<file path="config.mk">
export PLATFORM = sky130hd
export DESIGN_NAME = muldiv_unit_flat
export DESIGN_NICKNAME = d
export VERILOG_FILES = /design/src/rtl/muldiv_if.sv /design/src/rtl/muldiv_unit.sv /design/src/flat_wrapper.sv
export SDC_FILE = /design/constraint.sdc
export NUM_CORES = 1
export LEC_CHECK = 0
export CORE_ASPECT_RATIO = 1.5
export CORE_UTILIZATION = 45
export CTS_CLUSTER_DIAMETER = 60
export DETAILED_ROUTE_END_ITERATION = 12
export GPL_TIMING_DRIVEN = 0
export PLACE_DENSITY = 0.62
export SLEW_MARGIN = 20
export SYNTH_ARGS = -nofsm -noshare
export SYNTH_HDL_FRONTEND = slang
export SYNTH_SLANG_ARGS = --single-unit
</file>
<file path="constraint.sdc">
create_clock -name i_clk -period 7 [get_ports i_clk]
set_clock_uncertainty 0.2 [all_clocks]
set_input_delay 1.05 -clock i_clk [delete_from_list [all_inputs] [get_ports i_clk]]
set_output_delay 1.05 -clock i_clk [all_outputs]
set_load 0.03 [all_outputs]
</file>
<file path="src/rtl/muldiv_if.sv">
// Request/response bundle between the execute stage and the iterative mul/div unit.
interface muldiv_if #(
  parameter int XLEN = 32
);
  logic            i_start;
  logic [2:0]      i_op;
  logic [XLEN-1:0] i_operand_a;
  logic [XLEN-1:0] i_operand_b;
  logic            o_busy;
  logic            o_done;
  logic [XLEN-1:0] o_result;

  modport master (
    output i_start, i_op, i_operand_a, i_operand_b,
    input  o_busy, o_done, o_result
  );

  modport slave (
    input  i_start, i_op, i_operand_a, i_operand_b,
    output o_busy, o_done, o_result
  );
endinterface

</file>
<file path="src/rtl/muldiv_unit.sv">
// Iterative RV32M multiply/divide unit: one product or quotient bit per cycle.
//
//  state   | meaning
//  --------+----------------------------------------------------------------
//  IDLE    | waiting for i_start; operands and op are latched on acceptance
//  CALC    | one shift-add / restoring-divide step per cycle; a latched
//          | special case (divide by zero, signed overflow) leaves after one
//  DONE    | o_done pulse, o_result valid; always returns to IDLE
module muldiv_unit #(
  parameter int XLEN = 32
) (
  input  logic     i_clk,
  input  logic     i_rst,
  muldiv_if.slave  bus
);

  localparam int CW = $clog2(XLEN);

  localparam logic [1:0] ST_IDLE = 2'd0;
  localparam logic [1:0] ST_CALC = 2'd1;
  localparam logic [1:0] ST_DONE = 2'd2;

  localparam logic [2:0] OP_MUL    = 3'd0;
  localparam logic [2:0] OP_MULH   = 3'd1;
  localparam logic [2:0] OP_MULHSU = 3'd2;
  localparam logic [2:0] OP_MULHU  = 3'd3;
  localparam logic [2:0] OP_DIV    = 3'd4;
  localparam logic [2:0] OP_DIVU   = 3'd5;
  localparam logic [2:0] OP_REM    = 3'd6;

  localparam logic [XLEN-1:0] MIN_NEG  = {1'b1, {(XLEN-1){1'b0}}};
  localparam logic [CW-1:0]   CNT_LOAD = CW'(XLEN - 1);

  logic [1:0]        state_q, state_d;
  logic [CW-1:0]     cnt_q, cnt_d;
  logic [2:0]        op_q, op_d;
  logic              neg_q, neg_d;
  logic              special_q, special_d;
  logic [XLEN-1:0]   b_q, b_d;
  logic [2*XLEN-1:0] acc_q, acc_d;
  logic [XLEN-1:0]   result_q, result_d;

  logic              a_signed, b_signed, neg_in, div_zero, div_ovf;
  logic [XLEN-1:0]   a_mag, b_mag, special_res;

  logic [XLEN:0]     mul_sum, div_shift, div_diff;
  logic [2*XLEN-1:0] acc_step, prod_fix;
  logic [XLEN-1:0]   quo_fix, rem_fix, final_res;

  // Decode incoming request: operand magnitudes, result sign, special cases.
  always_comb begin
    a_signed = 1'b0;
    b_signed = 1'b0;
    neg_in   = 1'b0;
    case (bus.i_op)
      OP_MULH, OP_DIV: begin
        a_signed = 1'b1;
        b_signed = 1'b1;
        neg_in   = bus.i_operand_a[XLEN-1] ^ bus.i_operand_b[XLEN-1];
      end
      OP_MULHSU: begin
        a_signed = 1'b1;
        neg_in   = bus.i_operand_a[XLEN-1];
      end
      OP_REM: begin
        a_signed = 1'b1;
        b_signed = 1'b1;
        neg_in   = bus.i_operand_a[XLEN-1];
      end
      default: ;
    endcase
    a_mag = (a_signed && bus.i_operand_a[XLEN-1]) ? -bus.i_operand_a : bus.i_operand_a;
    b_mag = (b_signed && bus.i_operand_b[XLEN-1]) ? -bus.i_operand_b : bus.i_operand_b;

    div_zero = bus.i_op[2] && (bus.i_operand_b == '0);
    div_ovf  = ((bus.i_op == OP_DIV) || (bus.i_op == OP_REM)) &&
               (bus.i_operand_a == MIN_NEG) && (bus.i_operand_b == '1);

    // op[1] separates the remainder ops from the quotient ops
    special_res = '0;
    if (div_zero) begin
      special_res = bus.i_op[1] ? bus.i_operand_a : '1;
    end else if (div_ovf) begin
      special_res = bus.i_op[1] ? '0 : MIN_NEG;
    end
  end

  // One iteration: shift-add for multiply, restoring step for divide.
  // acc holds {partial, multiplier} or {remainder, dividend/quotient}.
  always_comb begin
    mul_sum   = '0;
    div_shift = '0;
    div_diff  = '0;
    if (op_q[2]) begin
      div_shift = {acc_q[2*XLEN-1:XLEN], acc_q[XLEN-1]};
      div_diff  = div_shift - {1'b0, b_q};
      if (!div_diff[XLEN]) begin
        acc_step = {div_diff[XLEN-1:0], acc_q[XLEN-2:0], 1'b1};
      end else begin
        acc_step = {div_shift[XLEN-1:0], acc_q[XLEN-2:0], 1'b0};
      end
    end else begin
      mul_sum  = {1'b0, acc_q[2*XLEN-1:XLEN]} + (acc_q[0] ? {1'b0, b_q} : '0);
      acc_step = {mul_sum, acc_q[XLEN-1:1]};
    end
  end

  // Sign fix and result select applied to the value of the final iteration.
  always_comb begin
    prod_fix = neg_q ? -acc_step : acc_step;
    quo_fix  = neg_q ? -acc_step[XLEN-1:0] : acc_step[XLEN-1:0];
    rem_fix  = neg_q ? -acc_step[2*XLEN-1:XLEN] : acc_step[2*XLEN-1:XLEN];
    case (op_q)
      OP_MUL:                       final_res = prod_fix[XLEN-1:0];
      OP_MULH, OP_MULHSU, OP_MULHU: final_res = prod_fix[2*XLEN-1:XLEN];
      OP_DIV, OP_DIVU:              final_res = quo_fix;
      default:                      final_res = rem_fix;
    endcase
  end

  // Sequencer: accept, iterate with a down-counter, pulse done.
  always_comb begin
    state_d   = state_q;
    cnt_d     = cnt_q;
    op_d      = op_q;
    neg_d     = neg_q;
    special_d = special_q;
    b_d       = b_q;
    acc_d     = acc_q;
    result_d  = result_q;
    case (state_q)
      ST_IDLE: begin
        if (bus.i_start) begin
          op_d      = bus.i_op;
          neg_d     = neg_in;
          b_d       = b_mag;
          cnt_d     = CNT_LOAD;
          special_d = div_zero || div_ovf;
          acc_d     = (div_zero || div_ovf) ? {{XLEN{1'b0}}, special_res}
                                            : {{XLEN{1'b0}}, a_mag};
          state_d   = ST_CALC;
        end
      end
      ST_CALC: begin
        if (special_q) begin
          result_d = acc_q[XLEN-1:0];
          state_d  = ST_DONE;
        end else begin
          acc_d = acc_step;
          if (cnt_q == '0) begin
            result_d = final_res;
            state_d  = ST_DONE;
          end else begin
            cnt_d = cnt_q - 1'b1;
          end
        end
      end
      ST_DONE: state_d = ST_IDLE;
      default: state_d = ST_IDLE;
    endcase
  end

  // State registers with synchronous reset; reset aborts any op in flight.
  always_ff @(posedge i_clk) begin
    if (i_rst) begin
      state_q   <= ST_IDLE;
      cnt_q     <= '0;
      op_q      <= '0;
      neg_q     <= 1'b0;
      special_q <= 1'b0;
      b_q       <= '0;
      acc_q     <= '0;
      result_q  <= '0;
    end else begin
      state_q   <= state_d;
      cnt_q     <= cnt_d;
      op_q      <= op_d;
      neg_q     <= neg_d;
      special_q <= special_d;
      b_q       <= b_d;
      acc_q     <= acc_d;
      result_q  <= result_d;
    end
  end

  assign bus.o_busy   = (state_q != ST_IDLE);
  assign bus.o_done   = (state_q == ST_DONE);
  assign bus.o_result = result_q;

endmodule

</file>
<file path="src/flat_wrapper.sv">
// flat-port wrapper written by rule: the top's interface ports become plain ports
module muldiv_unit_flat 
#(
  parameter int XLEN = 32
)
  (i_clk, i_rst, bus_i_start, bus_i_op, bus_i_operand_a, bus_i_operand_b, bus_o_busy, bus_o_done, bus_o_result);
  muldiv_if #(.XLEN(XLEN)) bus_i ();
  input  logic i_clk;
  input  logic i_rst;
  input wire logic [$bits(bus_i.i_start)-1:0] bus_i_start;
  input wire logic [$bits(bus_i.i_op)-1:0] bus_i_op;
  input wire logic [$bits(bus_i.i_operand_a)-1:0] bus_i_operand_a;
  input wire logic [$bits(bus_i.i_operand_b)-1:0] bus_i_operand_b;
  output wire logic [$bits(bus_i.o_busy)-1:0] bus_o_busy;
  output wire logic [$bits(bus_i.o_done)-1:0] bus_o_done;
  output wire logic [$bits(bus_i.o_result)-1:0] bus_o_result;
  assign bus_i.i_start = bus_i_start;
  assign bus_i.i_op = bus_i_op;
  assign bus_i.i_operand_a = bus_i_operand_a;
  assign bus_i.i_operand_b = bus_i_operand_b;
  assign bus_o_busy = bus_i.o_busy;
  assign bus_o_done = bus_i.o_done;
  assign bus_o_result = bus_i.o_result;
  muldiv_unit #(.XLEN(XLEN)) u_core (.i_clk(i_clk), .i_rst(i_rst), .bus(bus_i));
endmodule
</file>
# Word-level counts from Yosys, hierarchy flattened
# Index checks and enable logic that the tools add are counted.
[totals]
register_bits = 140
latch_bits = 0
ram_bits = 0
rom_bits = 0
output_inout_bits = 34
elab_cells = 89
n_memories = 0
[classes]
addsub = 8
n_mul = 0
n_div = 0
magnitude_cmp = 0
n_eq_ne = 17
shifts = 0
n_mux = 30
n_bitwise = 1
n_reduce_logical = 25
[op_table]
columns = ["op", "count"]
rows = [
  ["32-bit two-way mux", 12],
  ["64-bit two-way mux", 5],
  ["32-bit negation", 4],
  ["64-bit case mux with 2 select lines", 1],
  ["32-bit case mux with 3 select lines", 1],
  ["32-bit equality test (second input constant)", 2],
  ["64-bit negation", 1],
  ["32-bit by 33-bit adder with 33-bit output", 1],
  ["33-bit by 32-bit subtractor with 33-bit output", 1],
  ["32-bit zero test", 1],
  ["5-bit two-way mux", 3],
  ["3-bit equality test (second input constant)", 4],
  ["5-bit case mux with 2 select lines", 1],
  ["3-bit by 2-bit equality test with 1-bit output (second input constant)", 3],
  ["3-bit by 1-bit equality test with 1-bit output (second input constant)", 2],
  ["2-bit two-way mux", 3],
  ["2-bit != test (second input constant)", 3],
  ["2-bit AND reduction", 3],
  ["2-bit nonzero test", 3],
  ["2-bit OR reduction", 3],
  ["3-bit OR reduction", 2],
  ["1-bit logical AND", 5],
  ["5-bit zero test", 1],
  ["5-bit by 1-bit subtractor with 5-bit output (second input constant)", 1],
  ["13 further kinds", 15],
]

# Depth between registers and ports, before layout
# Gate-level depths: netlist of the first run.
[depth]
depth_word = 9
mapped_depth = 26
mapped_depth_nobuf = 23

# Worst setup path before layout of the first run
# No wires, ideal clock.
[synth_timing]
kind = "reg2reg"
startpoint = "reg u_core.acc_q[43]"
endpoint = "reg u_core.result_q[28], in the netlist u_core.bus.o_result[28]"
setup_time_ns = 0.117
arrival_time_ns = 5.516
t_required_ns = 6.683
slack_ns = 1.166
stages_incl_launch_ff = 25
n_path_buf = 4
synth_period_minus_slack_ns = 5.834
path_cell_list = "dfxtp_1 > ha_1 > buf_2 > nand2_1 > or4_4 > a2111o_1 > a21oi_2 > a211oi_2 > clkbuf_1 > buf_1 > clkbuf_1 > a21oi_1 > ha_1 > nand2_1 > nand4b_1 > or2_2 > or3_1 > nand3b_1 > and2_1 > nand2_1 > nand2_1 > nor4_2 > mux2i_1 > a211o_1 > a32o_1"
[synth_between]
elab_chain_len = 8
[synth_lines]
columns = ["element", "line", "source"]
rows = [
  ["from (decl)", "muldiv_unit.sv:40", "logic [2*XLEN-1:0] acc_q, acc_d;"],
  ["from (signal assigned)", "muldiv_unit.sv:172", "acc_q <= '0;"],
  ["from (signal assigned)", "muldiv_unit.sv:181", "acc_q <= acc_d;"],
  ["33-bit by 32-bit subtractor with 33-bit output", "muldiv_unit.sv:96", "div_diff = div_shift - {1'b0, b_q};"],
  ["64-bit two-way mux", "muldiv_unit.sv:97", "if (!div_diff[XLEN]) begin"],
  ["64-bit two-way mux *", "muldiv_unit.sv:94", "if (op_q[2]) begin"],
  ["64-bit negation (tied with other cells)", "muldiv_unit.sv:110", "prod_fix = neg_q ? -acc_step : acc_step;"],
  ["64-bit two-way mux (tied with other cells)", "muldiv_unit.sv:110", ""],
  ["32-bit case mux with 3 select lines *", "muldiv_unit.sv:113", "case (op_q)"],
  ["32-bit two-way mux *", "muldiv_unit.sv:150", "if (cnt_q == '0) begin"],
  ["32-bit two-way mux *", "muldiv_unit.sv:145", "if (special_q) begin"],
  ["to (signal assigned)", "muldiv_unit.sv:182", "result_q <= result_d;"],
  ["to (decl)", "muldiv_unit.sv:41", "logic [XLEN-1:0] result_q, result_d;"],
]
# Mark *: on every way between the ends. The rest lies on a longest branch, timed or not. The select of a mux whose other input is x is not followed.
# A chain may end at the register's enable or synchronous reset.

# Worst setup path in the final report of the first run
[layout_timing]
startpoint = "reg u_core.op_q[2]"
endpoint = "reg u_core.result_q[6], in the netlist u_core.bus.o_result[6]"
[layout_between]
elab_chain_len = 6
[layout_lines]
columns = ["element", "line", "source"]
rows = [
  ["from (decl)", "muldiv_unit.sv:36", "logic [2:0] op_q, op_d;"],
  ["from (signal assigned)", "muldiv_unit.sv:177", "op_q <= op_d;"],
  ["64-bit two-way mux", "muldiv_unit.sv:94", ""],
  ["64-bit negation (tied with other cells)", "muldiv_unit.sv:110", ""],
  ["64-bit two-way mux (tied with other cells)", "muldiv_unit.sv:110", ""],
  ["32-bit case mux with 3 select lines *", "muldiv_unit.sv:113", ""],
  ["32-bit two-way mux *", "muldiv_unit.sv:150", ""],
  ["32-bit two-way mux *", "muldiv_unit.sv:145", ""],
]
# Marks and branches as above.

==> results of run 1 <==
-- stage by stage --
step	hold slack [ns]	TNS [ns]	utilization (%)	setup WS (ns)
after floorplan	0.2403	0	-	1.166
after global placement	0.2460	-26.70	50.23	-2.168
after detailed placement	0.2505	-28.02	50.25	-2.239
after CTS	0.2600	0	52.41	0.007901
after global routing	0.2871	0	52.59	0.04682
final	0.2535	0	52.60	0.1479
-- per-layer routing --
metal / part of all wire, % / wire, µm
met5: 0.054 / 41
met4: 11 / 8475
met3: 6.3 / 4740
met2: 47 / 35030
met1: 36 / 26980
-- registers in the layout, summed over array words and instances, names as in the netlist --
| register | count |
|---|---|
| u_core.op_q | 3 |
| u_core.neg_q | 1 |
| u_core.b_q | 32 |
| u_core.state_q | 2 |
| u_core.bus.o_result | 32 |
| u_core.acc_q | 64 |
| u_core.cnt_q | 5 |
| u_core.special_q | 1 |
-- cells in the final DEF (no fill, tap or decap), drive strengths merged, types with 8 or more instances in the layout --
cell | netlist | final
and3 | 18 | 18
nand4 | 30 | 30
mux2 | 10 | 10
a31oi | 41 | 41
inv | 71 | 79
o21a | 16 | 16
xor2 | 55 | 55
or4 | 10 | 10
nand2b | 23 | 23
a221oi | 14 | 14
clkbuf | 118 | 132
o31ai | 25 | 25
a22oi | 30 | 30
a311oi | 16 | 16
o31a | 8 | 8
nand2 | 239 | 239
nor4 | 22 | 22
a21oi | 190 | 190
mux2i | 43 | 43
or3 | 39 | 39
o211ai | 36 | 36
a2111oi | 11 | 11
o311ai | 17 | 17
o21ai | 166 | 166
nand3 | 47 | 47
nor3 | 65 | 65
a21o | 24 | 24
clkdlybuf4s50 | 0 | 101
nor2b | 14 | 14
xnor2 | 69 | 69
ha | 71 | 71
buf | 25 | 32
o221ai | 19 | 19
dfxtp | 140 | 140
a211oi | 65 | 65
a21boi | 13 | 13
and2 | 50 | 50
nor2 | 247 | 247
o41ai | 15 | 15
-- worst max path at each step --
stage	from	endpoint	slack (ns)	depth (start not counted)
floorplan	u_core.acc_q[43]	u_core.bus.o_result[28]	1.17	24
global placement	u_core.op_q[2]	u_core.bus.o_result[14]	-2.17	21
detailed placement	u_core.op_q[2]	u_core.bus.o_result[14]	-2.24	21
CTS	u_core.acc_q[31]	u_core.bus.o_result[14]	0.008	24
global route	u_core.op_q[2]	u_core.bus.o_result[16]	0.05	21
finish	u_core.op_q[2]	u_core.bus.o_result[6]	0.15	21
-- worst max-delay path: cells and delay by family (launching register included) --
family / cells / cell delay [ns]
fa+ha+maj: 1 / 0.27
buf+inv: 7 / 2.38
compound gates: 4 / 0.98
simple gates: 8 / 2.30
xor+xnor: 1 / 0.19
flops: 1 / 0.41
-- timing repair --
action                                  in CTS  in global routing
resized for setup                           25                  7
pin swaps                                    1                  2
endpoints found under the setup margin      21                 14
setup buffers                                2                  7
-- kinds of logic after synthesis --
kind of cell | after synthesis | synth area share, %
flip-flops | 140 | 18.36
AND/OR/NAND/NOR | 846 | 26.70
adder cells (fa/ha/maj) | 73 | 6.082
AO/OA/AOI/OAI | 759 | 32.81
buffers and inverters | 215 | 5.377
XOR/XNOR | 124 | 7.115
multiplexers | 53 | 3.557
-- power groups by stage --
stage | Clock (mW) | Combinational (mW) | Sequential, mW
2_1_floorplan | 0 | 1.19 | 0.987
3_3_place_gp | 0 | 1.83 | 1.04
3_5_place_dp | 0 | 1.84 | 1.04
4_1_cts | 1.01 | 1.86 | 1.02
5_1_grt | 1.05 | 2.07 | 1.03
6_report | 1.01 | 1.95 | 1.03
-- cell type report --
type / count / area [µm²] / area share, %
multi-input combinational: 1855 / 11720 / 66.62
sequential: 140 / 2804 / 15.94
timing repair buffer: 110 / 1079 / 6.130
buffer: 138 / 545.5 / 3.101
tap: 420 / 525.5 / 2.987
clock buffer: 17 / 425.4 / 2.418
inverter: 72 / 270.3 / 1.536
clock inverter: 15 / 219.0 / 1.244
antenna: 2 / 5.005 / 0.02845
==> run summary, run 1 <==
status -> completed
fin crit period -> 6.852 ns
max-slew violation count -> 0
CP cell instances -> clkbuf_2, buf_2, clkbuf_2, buf_2, clkbuf_2, buf_2, clkbuf_2, a21oi_2, ha_1, nand2_1, nand4b_1, or2_2, or3_1, nand3b_1, and2_1, nand2_1, nand3_1, xnor2_1, o21ai_0, o211ai_1, a21oi_1
chip width -> 152.4 µm
I/O Pins -> 104
max cap viols -> 0
hpwl dp -> 61000 µm
peak supply drop -> 154.7 µV
sequential area share after synthesis -> 18.36%
ys async rst share -> 0%
DR vias/cell -> 6.735
nets@finish -> 2477
met2 Use GR -> 73.55%
Pwr Total -> 3.995 mW
Finished Cell Area -> 17590 µm²
Fillers -> 3421
NetSw -> 1.897 mW
post-synth cell types -> 88
cell repeated most along the worst path -> clkbuf_2
clock latency on the worst-skew pair -> 0.46 ns
final WL -> 75260 µm
part of the cycle the worst path needs -> 97.89%
main flop type after synthesis -> dfxtp_1
Setup CP Type -> reg2reg
met1 usage -> 44.64%
Mean Syn Cell Area -> 6.907 µm²
Reg power frac -> 25.9%
number of antenna violations at the first check in global routing -> 2
initial DRC count -> 1678
Hold Path Class -> reg2reg
Worst Path Max Fanout -> 19
placed cells -> 2731
Setup crit end kind -> flip-flop
CTS tree -> done
Comb pwr share -> 48.8%
Hold Crit Depth -> 2
leading area contributor after synthesis -> dfxtp_1
initial core utilization -> 45.64%
worst reg2reg setup slack -> 0.15 ns
clk sinks -> 140
Pre-antenna DRT Iters -> 7
Die H -> 227.6 µm
Final Wtd Congestion -> 1.063
Synth top area share -> 18.36%
share of cells above drive strength 1 -> 5.028%
actual slew at the worst max-slew pin -> 1.126 ns
Switching Fraction -> 47.49%
Post-DP Area -> 16810 µm²
startpoint types -> flip-flop
PortBufs -> 101
count leader, synth -> nor2_1
hold_sp -> u_core.bus.o_result[1]
Layout area overhead -> 15.26%
Die ar. -> 34680 µm²
Mapped Area -> 15260 µm²
RSZ-0062 raised after global routing -> false
first-pass GRT wire length -> 109400 µm
Clk pwr share -> 25.3%
Worst R2R Path Depth -> 21
P per Cell Area -> 227.1 nW/µm²
CTS Buf Count -> 17
largest net degree at the start of global routing -> 20
Int Pwr -> 2.098 mW
Worst R2R End -> u_core.bus.o_result[6]
detailed-route via count -> 18650
Final ANT Viol Nets -> 0
Final Hold Fails -> 0
relative slew slack -> 24.42%
crit path DAT -> 7.03 ns
vias in the first global route -> 17579
Final setup viols -> 0
Ys Warns -> 0
fin cells -> 2769
Max stage delay on crit path -> 0.53 ns
met3 Resource Use GR -> 6.739%
FMAX -> 0.1459 GHz
grt peak-use layer -> met2
EDFF count, synth -> 0
Synth area leaders -> dfxtp_1 (18%), a21oi_1 (6.2%), nor2_1 (6.1%)
Hold Crit Endpoint -> u_core.bus.o_result[1]
root buf cell -> clkbuf_16
Reg clk slew, reported paths -> 0.07 ns
CTS H-tree depth -> 4
reg2reg start -> u_core.op_q[2]
synthesized flop and latch total -> 140
GR Overflow Total -> 0
Synth Net Count -> 2353
# DRC -> 0
total track usage -> 42.84%
Crit-path slowest cell -> or3_1
Post-synth top cells -> nor2_1 (247), nand2_1 (237), a21oi_1 (189), o21ai_0 (161), dfxtp_1 (140)
std cell rows -> 82
per-cell routed wire length -> 27.18 µm
Core Area -> 33450 µm²
Synth Instances -> 2210
Leak -> 6.397 nW
critical path required time -> 7.18 ns
CTS max path bufs -> 2
Post-CTS Hold Buffers -> 0
No activity file was read; power rests on OpenSTA's default activity.
==> inputs of run 2 (changes only) <==
Settings changed: CAP_MARGIN set to 20.
==> results of run 2 <==
No change in the layout: final DEF, timing and power equal those of run 1.
==> inputs of run 3 (changes only) <==
Settings changed: RECOVER_POWER set to 50.
==> run 3 against run 2 <==
Sequential share of layout area barely moved. Register-to-register slack improved by 0.02 ns. Non-clock buffer count unchanged. Clock-buffer cell count unchanged. Via count down 0.44%. Critical path depth grew 4. Clock power is essentially flat. Final area decreased by 0.13%. Sequential cell count unchanged. Fmax up 0.31%. Critical path type unchanged. Critical endpoint is now u_core.bus.o_result[12]. Largest cell class unchanged.
==> run summary, run 3 (synthesis gave the netlist of run 1 again) <==
status -> completed (unchanged)
CTS tree -> done (unchanged)
nets@finish -> 2477 (unchanged)
Final Hold Fails -> 0 (unchanged)
Leak -> 6.503 nW (was 6.397 nW)
peak supply drop -> 155.2 µV (was 154.7 µV)
detailed-route via count -> 18568 (was 18650)
share of cells above drive strength 1 -> 4.942% (was 5.028%)
CTS H-tree depth -> 4 (unchanged)
Finished Cell Area -> 17570 µm² (was 17590 µm²)
fin crit period -> 6.831 ns (was 6.852 ns)
# DRC -> 0 (unchanged)
initial DRC count -> 1638 (was 1678)
Final setup viols -> 0 (unchanged)
Pwr Total -> 3.981 mW (was 3.995 mW)
first-pass GRT wire length -> 109400 µm (unchanged)
Reg clk slew, reported paths -> 0.07 ns (about the same)
total track usage -> 42.84% (unchanged)
Sequential Area -> 2804 µm² (unchanged)
startpoint types -> flip-flop (unchanged)
clk sinks -> 140 (unchanged)
Final ANT Viol Nets -> 0 (unchanged)
relative slew slack -> 14.03% (was 24.42%)
final worst slack -> 0.1693 ns (was 0.1479 ns)
CTS max path bufs -> 2 (unchanged)
Int Pwr -> 2.091 mW (was 2.098 mW)
CTS Buf Count -> 17 (unchanged)
multi-input combinational cell area -> 11700 µm² (was 11720 µm²)
Switching Fraction -> 47.47% (was 47.49%)
Die H -> 227.6 µm (unchanged)
Post-DP Area -> 16810 µm² (unchanged)
chip width -> 152.4 µm (unchanged)
Pre-antenna DRT Iters -> 6 (was 7)
max-slew violation count -> 0 (unchanged)
final WL -> 75250 µm (was 75260 µm)
Worst Path Max Fanout -> 19 (unchanged)
per-cell routed wire length -> 27.18 µm (about the same)
GR Overflow Total -> 0 (unchanged)
clock latency on the worst-skew pair -> 0.46 ns (about the same)
P per Cell Area -> 226.5 nW/µm² (was 227.1 nW/µm²)
max reg flops -> 64 (unchanged)
Comb pwr share -> 48.7% (was 48.8%)
initial core utilization -> 45.64% (unchanged)
vias in the first global route -> 17579 (unchanged)
PortBufs -> 101 (unchanged)
Hold Path Class -> reg2reg (unchanged)
Die ar. -> 34680 µm² (unchanged)
max cap viols -> 0 (unchanged)
I/O Pins -> 104 (unchanged)
NetSw -> 1.890 mW (was 1.897 mW)
most frequent cells in the layout -> nor2_1 (247), nand2_1 (237), a21oi_1 (188), o21ai_0 (160), dfxtp_1 (139) (unchanged)
Post-CTS Hold Buffers -> 0 (unchanged)
crit path DAT -> 6.99 ns (was 7.03 ns)
Biggest register -> u_core.acc_q (unchanged)
largest net degree at the start of global routing -> 20 (unchanged)
hpwl dp -> 61000 µm (unchanged)
Setup crit end kind -> flip-flop (unchanged)
root buf cell -> clkbuf_16 (unchanged)
Final Wtd Congestion -> 1.063 (unchanged)
Core Area -> 33450 µm² (unchanged)
pre-CTS setup slack -> -2.239 ns (unchanged)
commonest non-fill, non-tap cell in the layout -> nor2_1 (unchanged)
Fillers -> 3424 (was 3421)
RSZ-0062 raised after global routing -> false (unchanged)
std cell rows -> 82 (unchanged)
critical path required time -> 7.16 ns (was 7.18 ns)
number of antenna violations at the first check in global routing -> 2 (unchanged)
actual slew at the worst max-slew pin -> 1.284 ns (was 1.126 ns)
Clk pwr share -> 25.4% (was 25.3%)
DR vias/cell -> 6.706 (was 6.735)
Setup CP Type -> reg2reg (unchanged)
part of the cycle the worst path needs -> 97.58% (was 97.89%)
Layout area overhead -> 15.12% (was 15.26%)
Reg power frac -> 25.9% (about the same)
FMAX -> 0.1464 GHz (was 0.1459 GHz)
-- run 3: repair_timing --
action | CTS | global route
setup endpoints to repair | 21 | 14
pin swaps | 1 | 2
buffers inserted | 2 | 7
gates resized for setup | 25 | 7
-- run 3: final cells by class --
type | count | area share [%]
Multi-Input combinational cell | 1855 | 66.58
Sequential cell | 140 | 15.96
Timing Repair Buffer | 110 | 6.138
Buffer | 138 | 3.105
Tap cell | 420 | 2.991
Clock buffer | 17 | 2.421
Inverter | 72 | 1.538
Clock inverter | 15 | 1.246
Antenna cell | 2 | 0.02848
-- run 3: per-layer routing --
layer / vias up / global-route usage, % / share of wire [%]
li1: 8463 / - / -
met1: 8751 / 44.64 / 36
met2: 1007 / 73.55 / 47
met3: 345 / 6.739 / 6.6
met4: 2 / 42.26 / 11
met5: - / 0 / 0.023
-- run 3: path summary, 6_finish.rpt --
path	startpoint	end	slack (ns)	cells after the start
hold reg to reg	u_core.bus.o_result[1]	u_core.bus.o_result[1]	0.25	2
hold / removal	u_core.bus.o_result[1]	u_core.bus.o_result[1]	0.25	2
setup / recovery	u_core.b_q[25]	u_core.bus.o_result[12]	0.17	25
setup reg to reg	u_core.b_q[25]	u_core.bus.o_result[12]	0.17	25
-- run 3: per-stage QoR --
stage	instances	setup TNS, ns	util [%]	hold slack [ns]
2_1_floorplan	2210	0	-	0.2403
3_3_place_gp	2731	-26.70	50.23	0.2460
3_5_place_dp	2731	-28.02	50.25	0.2505
4_1_cts	2762	0	52.41	0.2600
5_1_grt	2767	0	52.52	0.2841
6_report	2769	0	52.54	0.2509
-- run 3: worst max-delay path: stages (launching register included) --
cell	delay (ns)
dfxtp_1	0.54
inv_1	0.08
ha_1	0.27
buf_2	0.19
nand4_1	0.21
nor4_1	0.47
a22oi_2	0.17
a21boi_2	0.37
a211o_1	0.25
buf_2	0.32
buf_2	0.46
buf_2	0.41
buf_2	0.33
nand2_1	0.09
nand3_1	0.08
o21ai_0	0.27
ha_1	0.33
nand2_1	0.15
nor4b_4	0.07
buf_4	0.23
buf_4	0.15
nand2_1	0.05
a21oi_1	0.08
xnor2_1	0.40
a211oi_2	0.19
o41ai_1	0.34
-- run 3: power by group through the flow --
stage	sequential [mW]	combinational [mW]	clock, mW
after CTS	1.02	1.86	1.01
after global routing	1.03	2.05	1.05
final	1.03	1.94	1.01
after floorplan	0.987	1.19	0
after detailed placement	1.04	1.84	0
after global placement	1.04	1.83	0
